**src/rtl/vga_pkg.sv**
```systemverilog
// Shared timing defaults and data types for the VGA pixel source.
package vga_pkg;

    // Default 640x480 @ 60 Hz raster timing, in pixels and lines.
    localparam int H_ACTIVE_D = 640;
    localparam int H_FP_D     = 16;
    localparam int H_SYNC_D   = 96;
    localparam int H_BP_D     = 48;
    localparam int V_ACTIVE_D = 480;
    localparam int V_FP_D     = 10;
    localparam int V_SYNC_D   = 2;
    localparam int V_BP_D     = 33;

    localparam int H_TOTAL_D  = H_ACTIVE_D + H_FP_D + H_SYNC_D + H_BP_D;  // 800
    localparam int V_TOTAL_D  = V_ACTIVE_D + V_FP_D + V_SYNC_D + V_BP_D;  // 525

    // Default frame-buffer image size and BRAM read latency.
    localparam int IMG_W_D    = 160;
    localparam int IMG_H_D    = 120;
    localparam int RD_LAT_D   = 2;

    // One pixel as presented to the ditherer.
    typedef struct packed {
        logic [7:0] r;
        logic [7:0] g;
        logic [7:0] b;
    } rgb_t;

    // Region flags carried alongside the BRAM read.
    typedef struct packed {
        logic de;
        logic hs;
        logic vs;
        logic in_img;
        logic first;
    } vga_ctrl_t;

endpackage

```
**src/rtl/vga_timing.sv**
```systemverilog
// Horizontal/vertical raster counters and region flags, advanced by the pixel tick.
module vga_timing
    import vga_pkg::*;
#(
    parameter int H_ACTIVE = H_ACTIVE_D,
    parameter int H_FP     = H_FP_D,
    parameter int H_SYNC   = H_SYNC_D,
    parameter int H_BP     = H_BP_D,
    parameter int V_ACTIVE = V_ACTIVE_D,
    parameter int V_FP     = V_FP_D,
    parameter int V_SYNC   = V_SYNC_D,
    parameter int V_BP     = V_BP_D,
    parameter int IMG_W    = IMG_W_D,
    parameter int IMG_H    = IMG_H_D
) (
    input  logic clk,
    input  logic rst,
    input  logic i_pix_ce,
    output logic o_active,
    output logic o_in_img,
    output logic o_hs,
    output logic o_vs,
    output logic o_first,
    output logic o_wrap
);

    localparam int H_TOTAL = H_ACTIVE + H_FP + H_SYNC + H_BP;
    localparam int V_TOTAL = V_ACTIVE + V_FP + V_SYNC + V_BP;
    localparam int H_W     = $clog2(H_TOTAL);
    localparam int V_W     = $clog2(V_TOTAL);

    // Boundaries sized to the counters so every compare is width-matched.
    localparam logic [H_W-1:0] H_LAST    = H_W'(H_TOTAL - 1);
    localparam logic [V_W-1:0] V_LAST    = V_W'(V_TOTAL - 1);
    localparam logic [H_W-1:0] H_ACT_C   = H_W'(H_ACTIVE);
    localparam logic [V_W-1:0] V_ACT_C   = V_W'(V_ACTIVE);
    localparam logic [H_W-1:0] H_IMG_C   = H_W'(IMG_W);
    localparam logic [V_W-1:0] V_IMG_C   = V_W'(IMG_H);
    localparam logic [H_W-1:0] HS_BEG    = H_W'(H_ACTIVE + H_FP);
    localparam logic [H_W-1:0] HS_END    = H_W'(H_ACTIVE + H_FP + H_SYNC);
    localparam logic [V_W-1:0] VS_BEG    = V_W'(V_ACTIVE + V_FP);
    localparam logic [V_W-1:0] VS_END    = V_W'(V_ACTIVE + V_FP + V_SYNC);

    logic [H_W-1:0] r_h;
    logic [V_W-1:0] r_v;

    // Step the raster position once per pixel tick, wrapping line then frame.
    always_ff @(posedge clk) begin
        // NOTE: state registers use non-blocking assignments so every flop
        // samples pre-edge values regardless of statement order.
        if (rst) begin
            r_h <= '0;
            r_v <= '0;
        end else if (i_pix_ce) begin
            if (r_h == H_LAST) begin
                r_h <= '0;
                r_v <= (r_v == V_LAST) ? '0 : r_v + 1'b1;
            end else begin
                r_h <= r_h + 1'b1;
            end
        end
    end

    assign o_active = (r_h < H_ACT_C) && (r_v < V_ACT_C);
    assign o_in_img = (r_h < H_IMG_C) && (r_v < V_IMG_C);
    assign o_hs     = (r_h >= HS_BEG) && (r_h < HS_END);
    assign o_vs     = (r_v >= VS_BEG) && (r_v < VS_END);
    assign o_first  = (r_h == '0) && (r_v == '0);
    assign o_wrap   = (r_h == H_LAST) && (r_v == V_LAST);

endmodule

```
**src/rtl/vga_pixel_source.sv**
```systemverilog
// VGA raster source: frame-buffer address generation, BRAM-latency delay line
// and the registered RGB/sync output stage feeding the ditherer.
module vga_pixel_source
    import vga_pkg::*;
#(
    parameter int H_ACTIVE = H_ACTIVE_D,
    parameter int H_FP     = H_FP_D,
    parameter int H_SYNC   = H_SYNC_D,
    parameter int H_BP     = H_BP_D,
    parameter int V_ACTIVE = V_ACTIVE_D,
    parameter int V_FP     = V_FP_D,
    parameter int V_SYNC   = V_SYNC_D,
    parameter int V_BP     = V_BP_D,
    parameter int IMG_W    = IMG_W_D,
    parameter int IMG_H    = IMG_H_D,
    parameter int RD_LAT   = RD_LAT_D,
    parameter int ADDR_W   = $clog2(IMG_W * IMG_H)
) (
    input  logic              clk,
    input  logic              rst,
    input  logic              pix_ce,
    output logic              mem_en,
    output logic [ADDR_W-1:0] mem_addr,
    input  logic [23:0]       mem_rdata,
    output logic [7:0]        red,
    output logic [7:0]        green,
    output logic [7:0]        blue,
    output logic              de,
    output logic              hsync_n,
    output logic              vsync_n,
    output logic              frame_start
);

    localparam logic [ADDR_W-1:0] ADDR_LAST = ADDR_W'(IMG_W * IMG_H - 1);

    logic      w_active;
    logic      w_in_img;
    logic      w_hs;
    logic      w_vs;
    logic      w_first;
    logic      w_wrap;
    vga_ctrl_t w_ctrl;
    vga_ctrl_t w_last;

    logic [ADDR_W-1:0] r_addr;
    vga_ctrl_t         r_dly [RD_LAT];
    rgb_t              r_rgb;
    logic              r_de;
    logic              r_hsync_n;
    logic              r_vsync_n;
    logic              r_frame_start;

    vga_timing #(
        .H_ACTIVE (H_ACTIVE),
        .H_FP     (H_FP),
        .H_SYNC   (H_SYNC),
        .H_BP     (H_BP),
        .V_ACTIVE (V_ACTIVE),
        .V_FP     (V_FP),
        .V_SYNC   (V_SYNC),
        .V_BP     (V_BP),
        .IMG_W    (IMG_W),
        .IMG_H    (IMG_H)
    ) u_timing (
        .clk      (clk),
        .rst      (rst),
        .i_pix_ce (pix_ce),
        .o_active (w_active),
        .o_in_img (w_in_img),
        .o_hs     (w_hs),
        .o_vs     (w_vs),
        .o_first  (w_first),
        .o_wrap   (w_wrap)
    );

    assign w_ctrl = '{de: w_active, hs: w_hs, vs: w_vs, in_img: w_in_img, first: w_first};
    assign w_last = r_dly[RD_LAT-1];

    // The BRAM is only clocked on pixel ticks so its latency counts in ticks.
    assign mem_en   = pix_ce & ~rst;
    // r_addr always holds the address of the current raster position's image
    // pixel, so the BRAM sees it in the same tick the flags enter the delay line.
    assign mem_addr = r_addr;

    // Running image address: +1 after each image pixel, saturating, cleared at frame wrap.
    always_ff @(posedge clk) begin
        if (rst) begin
            r_addr <= '0;
        end else if (pix_ce) begin
            if (w_wrap) begin
                r_addr <= '0;
            end else if (w_in_img && (r_addr != ADDR_LAST)) begin
                r_addr <= r_addr + 1'b1;
            end
        end
    end

    // Delay the region flags by the BRAM read latency, one stage per pixel tick.
    always_ff @(posedge clk) begin
        // NOTE: this delay line is a handful of flops, not a RAM, so it is reset;
        // an abandoned frame must not leak stale sync or enable into the next one.
        if (rst) begin
            for (int i = 0; i < RD_LAT; i++) begin
                r_dly[i] <= '0;
            end
        end else if (pix_ce) begin
            r_dly[0] <= w_ctrl;
            for (int i = 1; i < RD_LAT; i++) begin
                r_dly[i] <= r_dly[i-1];
            end
        end
    end

    // Output stage: load aligned data and syncs on each tick, pulse frame_start for one clk.
    always_ff @(posedge clk) begin
        if (rst) begin
            r_rgb         <= '0;
            r_de          <= 1'b0;
            r_hsync_n     <= 1'b1;
            r_vsync_n     <= 1'b1;
            r_frame_start <= 1'b0;
        end else begin
            r_frame_start <= 1'b0;
            if (pix_ce) begin
                r_rgb         <= w_last.in_img ? rgb_t'(mem_rdata) : '0;
                r_de          <= w_last.de;
                r_hsync_n     <= ~w_last.hs;
                r_vsync_n     <= ~w_last.vs;
                r_frame_start <= w_last.first;
            end
        end
    end

    assign red         = r_rgb.r;
    assign green       = r_rgb.g;
    assign blue        = r_rgb.b;
    assign de          = r_de;
    assign hsync_n     = r_hsync_n;
    assign vsync_n     = r_vsync_n;
    assign frame_start = r_frame_start;

endmodule

```
**config.mk**
```make
export PLATFORM = sky130hd
export DESIGN_NAME = vga_pixel_source
export DESIGN_NICKNAME = d
export VERILOG_FILES = /design/src/rtl/vga_pkg.sv /design/src/rtl/vga_timing.sv /design/src/rtl/vga_pixel_source.sv
export SDC_FILE = /design/constraint.sdc
export NUM_CORES = 1
export LEC_CHECK = 0
export ABC_AREA = 1
export BUFFER_PORTS_ARGS = -buffer_cell sky130_fd_sc_hd__clkbuf_2
export CORE_ASPECT_RATIO = 2
export CORE_MARGIN = 5
export CORE_UTILIZATION = 61
export CTS_BUF_LIST = sky130_fd_sc_hd__clkbuf_4 sky130_fd_sc_hd__clkbuf_8
export DETAILED_ROUTE_END_ITERATION = 7
export PLACE_DENSITY_LB_ADDON = 0.05
export RECOVER_POWER = 25
export SYNTH_ARGS = -nofsm -noshare
export SYNTH_HDL_FRONTEND = slang
export SYNTH_SLANG_ARGS = --single-unit
```
**constraint.sdc**
```tcl
create_clock -name clk -period 2.2 [get_ports clk]
set_input_delay 0.11 -clock clk [delete_from_list [all_inputs] [get_ports clk]]
set_output_delay 0.11 -clock clk [all_outputs]
set_load 0.1 [all_outputs]
```
==> results.toml <==
[timing]
clock_skew_ns = 0.00792
setup_violations = 0
grt_setup_unrepaired = "false"
maxSlewViolCount = 0
fin_crit_ns = 1.94
relSlewSlack_pct = 21.7
tns_ns = 0
hold_viol_final = 0
finalCritPeriodShare_pct = 88.3
max_freq_ghz = 0.515
tightestPinTransition_ns = 1.18

[route]
drtIter0Drc = 182
ant_nets = 0
wl_per_cell_um = 15.6
viasPerCell = 5.68
remaining_drc_errors = 0
finalWirelength_um = 9430
vias = 3441
first_pass_iters = 4

[logic_synthesis]
synth_cell_types = 37
syn_nets = 493
ys_top_cells_by_area = "dfxtp_1, nand2_1, edfxtp_1, nor2_1, a32o_1"
netlist_area_mm2 = 0.00361
synth_top_area_share_pct = 34.9
ys_seq_area_share_pct = 43.2
synth_warnings = 0
yosysTopAreaCell = "dfxtp_1"
ys_seq_elements = 73
synthCells = 461
postSynthAreaPerCell_um2 = 7.83

[placed_design]
io_buffers = 70
placed_area_mm2 = 0.00400
place_inst = 584
gp_congestion = 0.970
hpwl_um = 7280

[worst_setup_path]
end_kind = "primary output"
slowest_delay_ns = 0.60
path_max_fanout = 19
critPathArrivalTime_ns = 1.83
slowest_stage = "nor2_1"
path_buf_inv = 4
regToRegSetupSlack_ns = 0.39
crit_top_cell = "clkbuf_2"
cp.required_ns = 2.09
path_cells = "clkbuf_2 > buf_4 > inv_1 > nor2_1 > clkbuf_2"
critPathKind = "in2out"
start_kind = "input pin"
cpLargestDelayFamily = "buffers and inverters"

[power]
finalPower_mw = 2.95
irDropWorstVdd_v = 0.000454
p_leak_nw = 1.79
p_per_area_mw_per_mm2 = 695

[cells_and_area]
layout.cells.non_filler = 606
insertedDiodeCount = 0
postLayoutCellArea_mm2 = 0.00424
nFillCells = 501
drive_gt1_share_pct = 23.5
area_growth_pct = 17.5
final_common_cell = "nand2_1"
final_core_util_pct = 73.7
fin_nets = 572
final_cell_mix = "nand2_1, nor2_1, dfxtp_1"

[clocking]
cts-resized-gates = 0
cts.sinks = 73
cts_made_buffers = 9
clock_path_buffers = 2
hold_buffers = 5
clkTransAtPathRegs_ns = 0.07
tritoncts = "built"
cts-root-buf = "clkbuf_8"
cts-htree-levels = 3
worstSkewPairLatency_ns = 0.35
cts_setup_buffers = 0

[run]
maxCapViolCount = 0

[global_route]
grt_pass1_vias = 3527
grt_pass1_wl_um = 15400
grt_overflow = 0
grtUsageTotal_pct = 25.7
grt_max_degree = 27
antenna_found_initial = 0

[die]
start_util_pct = 62.7
die_w_um = 64.4
ios = 71
dieArea_mm2 = 0.00765
die_y_um = 119
floorplan.core_area_mm2 = 0.00576
row_count = 39

[min_path]
hold_path_class = "in2reg"

[run_status]
status = "complete, no violations"
stage by stage:
| stage | worst slack, ns | hold slack, ns |
|---|---|---|
| after CTS | 0.392 | 0.000111 |
| after global routing | 0.152 | 0.00469 |
| final | 0.256 | 0.0156 |
| after detailed placement | 0.266 | 0.366 |
| after global placement | 0.367 | 0.364 |
| after floorplan | 0.0661 | 0.278 |
per-layer routing:
metal / GRT usage [%] / vias up / wire length [um]
met4: 18.1 / 0 / 547
met1: 23.0 / 1600 / 3160
li1: - / 1692 / -
met2: 48.9 / 109 / 5300
met5: 0 / - / 0
met3: 5.08 / 40 / 421
registers in the layout, summed over array words and instances, names as in the netlist:
register,cells
red,8
green,8
vsync_n,1
frame_start,1
r_dly,10
u_timing.r_v,10
de,1
mem_addr,15
blue,8
u_timing.r_h,10
hsync_n,1
report_power, final:
group / internal (mW) / switching, mW
clock: 0.673 / 0.476
sequential: 1.39 / 0.0349
combinational: 0.0838 / 0.290
total: 2.15 / 0.801
worst reg2reg max path, cell delays in order, from the launching register on:
cell	delay [ns]
dfxtp_2	0.37
ha_1	0.20
nand2_1	0.12
nor2_4	0.15
nand2_2	0.10
clkinv_2	0.08
nand2_2	0.06
nand2_2	0.08
nand2_4	0.15
nand2_4	0.19
inv_4	0.07
nor2_1	0.10
nor2_1	0.05
final timing paths:
kind	from	end	depth (start not counted)
min	mem_rdata[8]	green[0]$_SDFFE_PP0P_	2
min reg2reg	r_dly[0][8]$_SDFFCE_PN0P_	hsync_n$_SDFFE_PP1P_	1
max reg2reg	mem_addr[0]$_SDFFE_PP0P_	mem_addr[13]$_SDFFE_PP0P_	12
max	pix_ce	mem_en	5
area by class of cell:
class	instances	area [um2]	share of cell area (%)
multi-input cells	316	1740	41.0
flip-flops and latches	73	1560	36.9
clock inverters	4	70.1	1.65
well taps	61	76.3	1.80
inverters	59	225	5.31
clock buffers	12	146	3.45
repair buffers	81	420	9.91
cell usage after synthesis (all sizes together):
library cell and number:
a32o 24, a21oi 19, ha 5, inv 57, clkinv 2, o21ai 10
nand2 102, nand4 10, nor2 80, nor3b 2, nor3 12, xor2 6
a211oi 1, buf 6, xnor2 1, a22o 1, nand3 38, clkbuf 7
nor4 2, o31ai 1, dfxtp 63, a31oi 1, o21bai 1, edfxtp 10
cells by family (layout without fill, tap and decap cells):
kind of cell,after synthesis,in the layout,synth area share [%]
DFF,73,73,43.2
buffers and inverters,72,156,8.56
adders and majority gates,5,5,1.73
xor gates and xnor gates,7,7,1.70
AOI/OAI and AO/OA,58,58,12.1
and+or+nand+nor,246,246,32.6
Power figures use the tool's default switching activity.
